$ cat config.mk
export PLATFORM = sky130hd
export DESIGN_NAME = pipe_ctrl
export DESIGN_NICKNAME = d
export VERILOG_FILES = /design/src/rtl/pipe_ctrl.sv
export SDC_FILE = /design/constraint.sdc
export NUM_CORES = 1
export LEC_CHECK = 0
export BUFFER_PORTS_ARGS = -buffer_cell sky130_fd_sc_hd__buf_2
export CORE_MARGIN = 1
export CORE_UTILIZATION = 38
export CTS_BUF_LIST = sky130_fd_sc_hd__clkbuf_16
export DETAILED_ROUTE_END_ITERATION = 16
export PLACE_DENSITY = 0.89
export SYNTH_ARGS = -nofsm -noshare
export SYNTH_HDL_FRONTEND = slang
export SYNTH_SLANG_ARGS = --single-unit
$ cat constraint.sdc
create_clock -name clk -period 5 [get_ports clk]
set_input_delay 0.25 -clock clk [delete_from_list [all_inputs] [get_ports clk]]
set_output_delay 0.25 -clock clk [all_outputs]
set_load 0.02 [all_outputs]
$ cat src/rtl/pipe_ctrl.sv
// ---------------------------------------------------------------------------
// pipe_ctrl -- pipeline control unit
//
// Purpose:
//   This is the only block that drives the stall vector for the inter-stage
//   registers (pc, if_id, id_ex, ex_mem, mem_wb). It also drives the flush
//   pulse and the redirect PC. It arbitrates the per-stage stall requests
//   against exception/ERET redirects. A watchdog measures how long a stall
//   has lasted without a break. The watchdog only reports; it never releases
//   a stall.
//
// Configuration:
//   PIPE_CTRL_PERF_EN -- when defined, adds free-running 32-bit counters for
//                        stalled cycles and flushes. When undefined, the
//                        perf outputs are tied to 0 and no counters exist.
//
// Parameters:
//   EXC_VECTOR  redirect PC for every exception except ERET
//   ERET_CODE   excp_type value that means ERET (redirect to cp0_epc)
//   MAX_STALL   number of consecutive stalled cycles per watchdog event
//               (legal range 2..65535)
//
// Ports:
//   clk                   clock
//   rst                   synchronous active-high reset
//   stallreq_if/id/ex/mem per-stage stall requests
//   excp_valid            exception/ERET committed in MEM this cycle
//   excp_type             exception code, qualified by excp_valid
//   cp0_epc               EPC from CP0 (ERET target)
//   wd_clear              clears the sticky watchdog status
//   stall[5:0]            [0]=PC [1]=IF [2]=ID [3]=EX [4]=MEM [5]=WB, 1=hold
//   flush                 clear all stage registers on this edge
//   new_pc                redirect target, valid with flush
//   stall_timeout         one-cycle watchdog pulse (registered)
//   stall_timeout_sticky  latched watchdog status
//   perf_stall_cycles     total stalled cycles (optional)
//   perf_flush_count      total flushes (optional)
// ---------------------------------------------------------------------------
module pipe_ctrl #(
    parameter logic [31:0] EXC_VECTOR = 32'h0000_0020,
    parameter logic [31:0] ERET_CODE  = 32'h0000_000E,
    parameter logic [15:0] MAX_STALL  = 16'd1024
) (
    input  logic        clk,
    input  logic        rst,
    input  logic        stallreq_if,
    input  logic        stallreq_id,
    input  logic        stallreq_ex,
    input  logic        stallreq_mem,
    input  logic        excp_valid,
    input  logic [31:0] excp_type,
    input  logic [31:0] cp0_epc,
    input  logic        wd_clear,
    output logic [5:0]  stall,
    output logic        flush,
    output logic [31:0] new_pc,
    output logic        stall_timeout,
    output logic        stall_timeout_sticky,
    output logic [31:0] perf_stall_cycles,
    output logic [31:0] perf_flush_count
);

    typedef enum logic {
        ST_RUN     = 1'b0,
        ST_STALLED = 1'b1
    } state_t;

    // Last run_cnt value before the watchdog fires.
    localparam logic [15:0] WD_LAST = MAX_STALL - 16'd1;

    // -----------------------------------------------------------------------
    // Combinational arbitration
    // -----------------------------------------------------------------------
    // stall_depth is the number of low-order stall bits that are set. The
    // stall vector is always a thermometer code, so the first stage that is
    // not held takes a bubble from the stage behind it.
    logic [2:0] stall_depth;
    logic       stalled;

    always_comb begin
        stall_depth = 3'd0;
        flush       = 1'b0;
        new_pc      = 32'h0000_0000;
        if (rst) begin
            stall_depth = 3'd0;
        end else if (excp_valid) begin
            // The redirect takes priority over every stall request. All
            // stages are cleared, so there is nothing left to hold.
            flush  = 1'b1;
            new_pc = (excp_type == ERET_CODE) ? cp0_epc : EXC_VECTOR;
        end else if (stallreq_mem) begin
            stall_depth = 3'd5;     // PC..MEM held, WB takes the bubble
        end else if (stallreq_ex) begin
            stall_depth = 3'd4;     // PC..EX held
        end else if (stallreq_id) begin
            stall_depth = 3'd3;     // PC..ID held
        end else if (stallreq_if) begin
            stall_depth = 3'd2;     // PC, IF held
        end
    end

    generate
        for (genvar gi = 0; gi < 6; gi++) begin : g_stall_bit
            assign stall[gi] = (stall_depth > 3'(gi));
        end
    endgenerate

    assign stalled = (stall != 6'b000000);

    // -----------------------------------------------------------------------
    // FSM and watchdog next-state
    // -----------------------------------------------------------------------
    state_t      state_q;
    state_t      state_d;
    logic [15:0] run_cnt_q;
    logic [15:0] run_cnt_d;
    logic [15:0] run_base;
    logic        timeout_q;
    logic        timeout_d;
    logic        sticky_q;
    logic        sticky_d;

    always_comb begin
        // A flush forces stall to zero, so "not stalled" covers both exits
        // from STALLED.
        state_d   = stalled ? ST_STALLED : ST_RUN;

        // In RUN the count restarts, so the first stalled edge counts as 1.
        run_base  = (state_q == ST_RUN) ? 16'd0 : run_cnt_q;

        run_cnt_d = 16'd0;
        timeout_d = 1'b0;
        if (stalled) begin
            if (run_base == WD_LAST) begin
                // Wrapping lets a long stall report once every MAX_STALL
                // cycles instead of only once.
                run_cnt_d = 16'd0;
                timeout_d = 1'b1;
            end else begin
                run_cnt_d = run_base + 16'd1;
            end
        end

        // A set wins over a clear. A clear issued while the pulse is still
        // visible also loses, so software cannot erase an event it has
        // not yet had a cycle to observe.
        sticky_d = timeout_d | timeout_q | (sticky_q & ~wd_clear);
    end

    always_ff @(posedge clk) begin
        if (rst) begin
            state_q   <= ST_RUN;
            run_cnt_q <= 16'd0;
            timeout_q <= 1'b0;
            sticky_q  <= 1'b0;
        end else begin
            state_q   <= state_d;
            run_cnt_q <= run_cnt_d;
            timeout_q <= timeout_d;
            sticky_q  <= sticky_d;
        end
    end

    assign stall_timeout        = timeout_q;
    assign stall_timeout_sticky = sticky_q;

    // -----------------------------------------------------------------------
    // Optional performance counters
    // -----------------------------------------------------------------------
`ifdef PIPE_CTRL_PERF_EN
    logic [31:0] perf_stall_q;
    logic [31:0] perf_flush_q;

    always_ff @(posedge clk) begin
        if (rst) begin
            perf_stall_q <= 32'd0;
            perf_flush_q <= 32'd0;
        end else begin
            // Both counters wrap naturally from 0xFFFF_FFFF to 0.
            if (stalled) begin
                perf_stall_q <= perf_stall_q + 32'd1;
            end
            if (flush) begin
                perf_flush_q <= perf_flush_q + 32'd1;
            end
        end
    end

    assign perf_stall_cycles = perf_stall_q;
    assign perf_flush_count  = perf_flush_q;
`else
    assign perf_stall_cycles = 32'd0;
    assign perf_flush_count  = 32'd0;
`endif

endmodule

==> key figures <==
CTS
  • CTS tree: yes
  • Worst-Skew Late Latency: 250 ps
  • Num CTS Buffers: 3
  • Post-CTS Setup Inserts: 0
  • Clock root buffer: clkbuf_16
  • TritonCTS sink count: 19
  • H-tree depth: 1
  • CTS resizes: 0
  • Max Root-Sink Buffers: 2
  • CTS clock-pin slew for the worst setup and hold paths: 50 ps
  • Count of hold-fix buffers inserted at cts: 0

Synthesis
  • Syn_area_per_cell: 7.77 sq um
  • Seq cells post-synth: 19
  • Synth cell types: 40
  • Synth Flop Type: dfxtp_1
  • Cells after synthesis: 219
  • Synthesized area: 1700 sq um
  • Area leader, netlist: buf_4
  • Sequential area share after synthesis: 22.4%
  • Synth top area share: 28.7%
  • Synth warn: 0
  • Synth top area cells: buf_4 (29%), dfxtp_1 (22%), and2_1 (13%)
  • EDFF count, synth: 0
  • Post-synth ARST share: 0%

Finish
  • Util after Layout: 51.8%
  • NumNets Final: 404
  • Most frequent cells in the layout: buf_2 (111), conb_1 (65), and2_1 (34)
  • Layout cells sized above 1: 37.6%
  • Ant. Diodes: 0
  • Commonest non-fill, non-tap cell in the layout: buf_2
  • Area grow syn2layout: 26.2%
  • Finished Layout Cells: 380

GRT
  • Vias in the first global route: 1274
  • First-pass GRT wire length: 5860 um
  • GRT Resource Usage Total: 16.8%
  • Maximum number of pins on one net before global-route repair: 22
  • Grt total ovfl: 0
  • Initial antenna violation count: 0

Worst setup path
  • Critical path launch point type: flip-flop
  • Critical path class: reg -> reg
  • Crit-path max cell delay: 570 ps
  • Critical path arrival: 2370 ps
  • Critical-path maximum fanout: 13
  • Critical path required time: 5120 ps
  • Cell breakdown of the critical path: and2_1, ha_1, and3_1, nand4_1, o21ai_1, nor2_1
  • Worst setup EP type: flip-flop
  • Crit path buffers/inverters: 0
  • Slowest-stage cell, CP: dfxtp_1
  • CP delay by family, top: simple AND/OR/NAND/NOR gates

Die
  • Initial core utilization: 41.1%
  • Top Ports: 177
  • Die area: 4750 sq um
  • DIE HEIGHT: 68.9 um
  • Die W: 68.9 um
  • Row cnt: 23
  • Core Area: 4140 sq um

Route
  • Antenna-violating nets left: 0
  • Routed wire per std cell: 11.8 um
  • Drt total wl: 4470 um
  • Met3 wire len: 300 um
  • WL met2: 2350 um
  • WL met1: 1780 um
  • Vias: 1674
  • Mean number of vias per cell: 4.41
  • 1st-iter DRT viols: 37
  • Residual DRC: 0
  • TritonRoute pass-1 iters: 4
  • Top Layer Used: met4

Pwr
  • Maximum vdd drop: 0.000110 V
  • Pwr dens: 186 nW/um^2
  • Sw frac: 29.1%
  • Int Power: 0.283 mW
  • Gate power share: 21.5%
  • Leak: 1.19 nW
  • Share of power burned in registers: 38.7%
  • Clk pwr share: 39.9%
  • P_sw: 0.116 mW

Placed design
  • GPL Wtd Cong: 0.897
  • Dpl cells: 376
  • Worst slack at placement: 2800 ps
  • IO Port Bufs: 111
  • Post-DP HPWL: 3860 um

Timing
  • Layout Skew: 1.46 ps
  • Fmax: 445 MHz
  • Slack of the critical path: 2750 ps
  • Pins over their slew limit: 0
  • Final hold violations: 0
  • RSZ-0062 raised after global routing: false
  • Tmin final: 2250 ps
  • Sum of negative setup slack: 0 ps
  • Final setup viols: 0
  • Fin crit share: 44.9%

Min path
  • Hold Crit Class: in -> reg

Outcome
  • Run status: complete, no violations

Job
  • Max-Cap Viols: 0
[final cells by class]
class | instances | area [sq um]
Fill cell | 412 | 2000
Multi-Input combinational cell | 188 | 1040
Timing Repair Buffer | 112 | 563
Sequential cell | 19 | 380
Clock buffer | 3 | 75.1
Tap cell | 50 | 62.6
Inverter | 7 | 26.3
Clock inverter | 1 | 3.75
[final timing paths]
check	slack, ps	depth (start not counted)	start	endpoint
max	2750	6	state_q$_SDFF_PP0_	run_cnt_q[2]$_SDFF_PP0_
min	240	2	rst	stall_timeout_sticky$_SDFF_PP0_
max reg2reg	2750	6	state_q$_SDFF_PP0_	run_cnt_q[2]$_SDFF_PP0_
min reg2reg	500	2	run_cnt_q[15]$_SDFF_PP0_	run_cnt_q[15]$_SDFF_PP0_
[cells by family (layout without fill, tap and decap cells)]
logic type,after synthesis,in the layout,synth area share (%)
DFF,19,19,22.4
other,1,65,0.220
AOI/OAI and AO/OA,15,15,6.54
xor gates and xnor gates,10,10,5.15
buffers and inverters,76,123,31.2
and+or+nand+nor,97,97,33.8
adders and majority gates,1,1,0.735
[state kept, by name, summed over array words and instances (netlist names)]
name and flops:
stall_timeout_sticky 1, stall_timeout 1, run_cnt_q 16, state_q 1
[cells in the mapped netlist, types with 2 or more instances]
library cell  instances
clkbuf_1              3
nand4_2               2
and2_1               34
nand2_1               8
dfxtp_1              19
nor2_1               15
nand2b_1              2
nand4_1               6
nand3_1               6
buf_4                65
nor4_1                8
xor2_1                4
nor3_1                5
xnor2_1               6
inv_1                 7
and3_1                2
a21oi_1               4
[per-layer routing]
metal	track usage [%]	vias up
li1	-	824
met1	21.4	740
met2	29.1	105
met3	1.97	5
met4	5.36	0
met5	0	-
[metrics by stage]
stage | hold slack (ps) | total power, mW | instance area (sq um)
after floorplan | 352 | 0.250 | 1940
after global placement | 472 | 0.242 | 2070
after detailed placement | 489 | 0.243 | 2070
after CTS | 233 | 0.403 | 2150
after global routing | 234 | 0.420 | 2150
final | 238 | 0.400 | 2150
[power groups by stage]
stage	logic, mW	registers [mW]	clock network, mW
2_1_floorplan	0.0935	0.156	0
3_3_place_gp	0.0842	0.158	0
3_5_place_dp	0.0848	0.158	0
4_1_cts	0.0851	0.155	0.163
5_1_grt	0.0951	0.155	0.170
6_report	0.0858	0.155	0.159
Power figures use the tool's default switching activity.
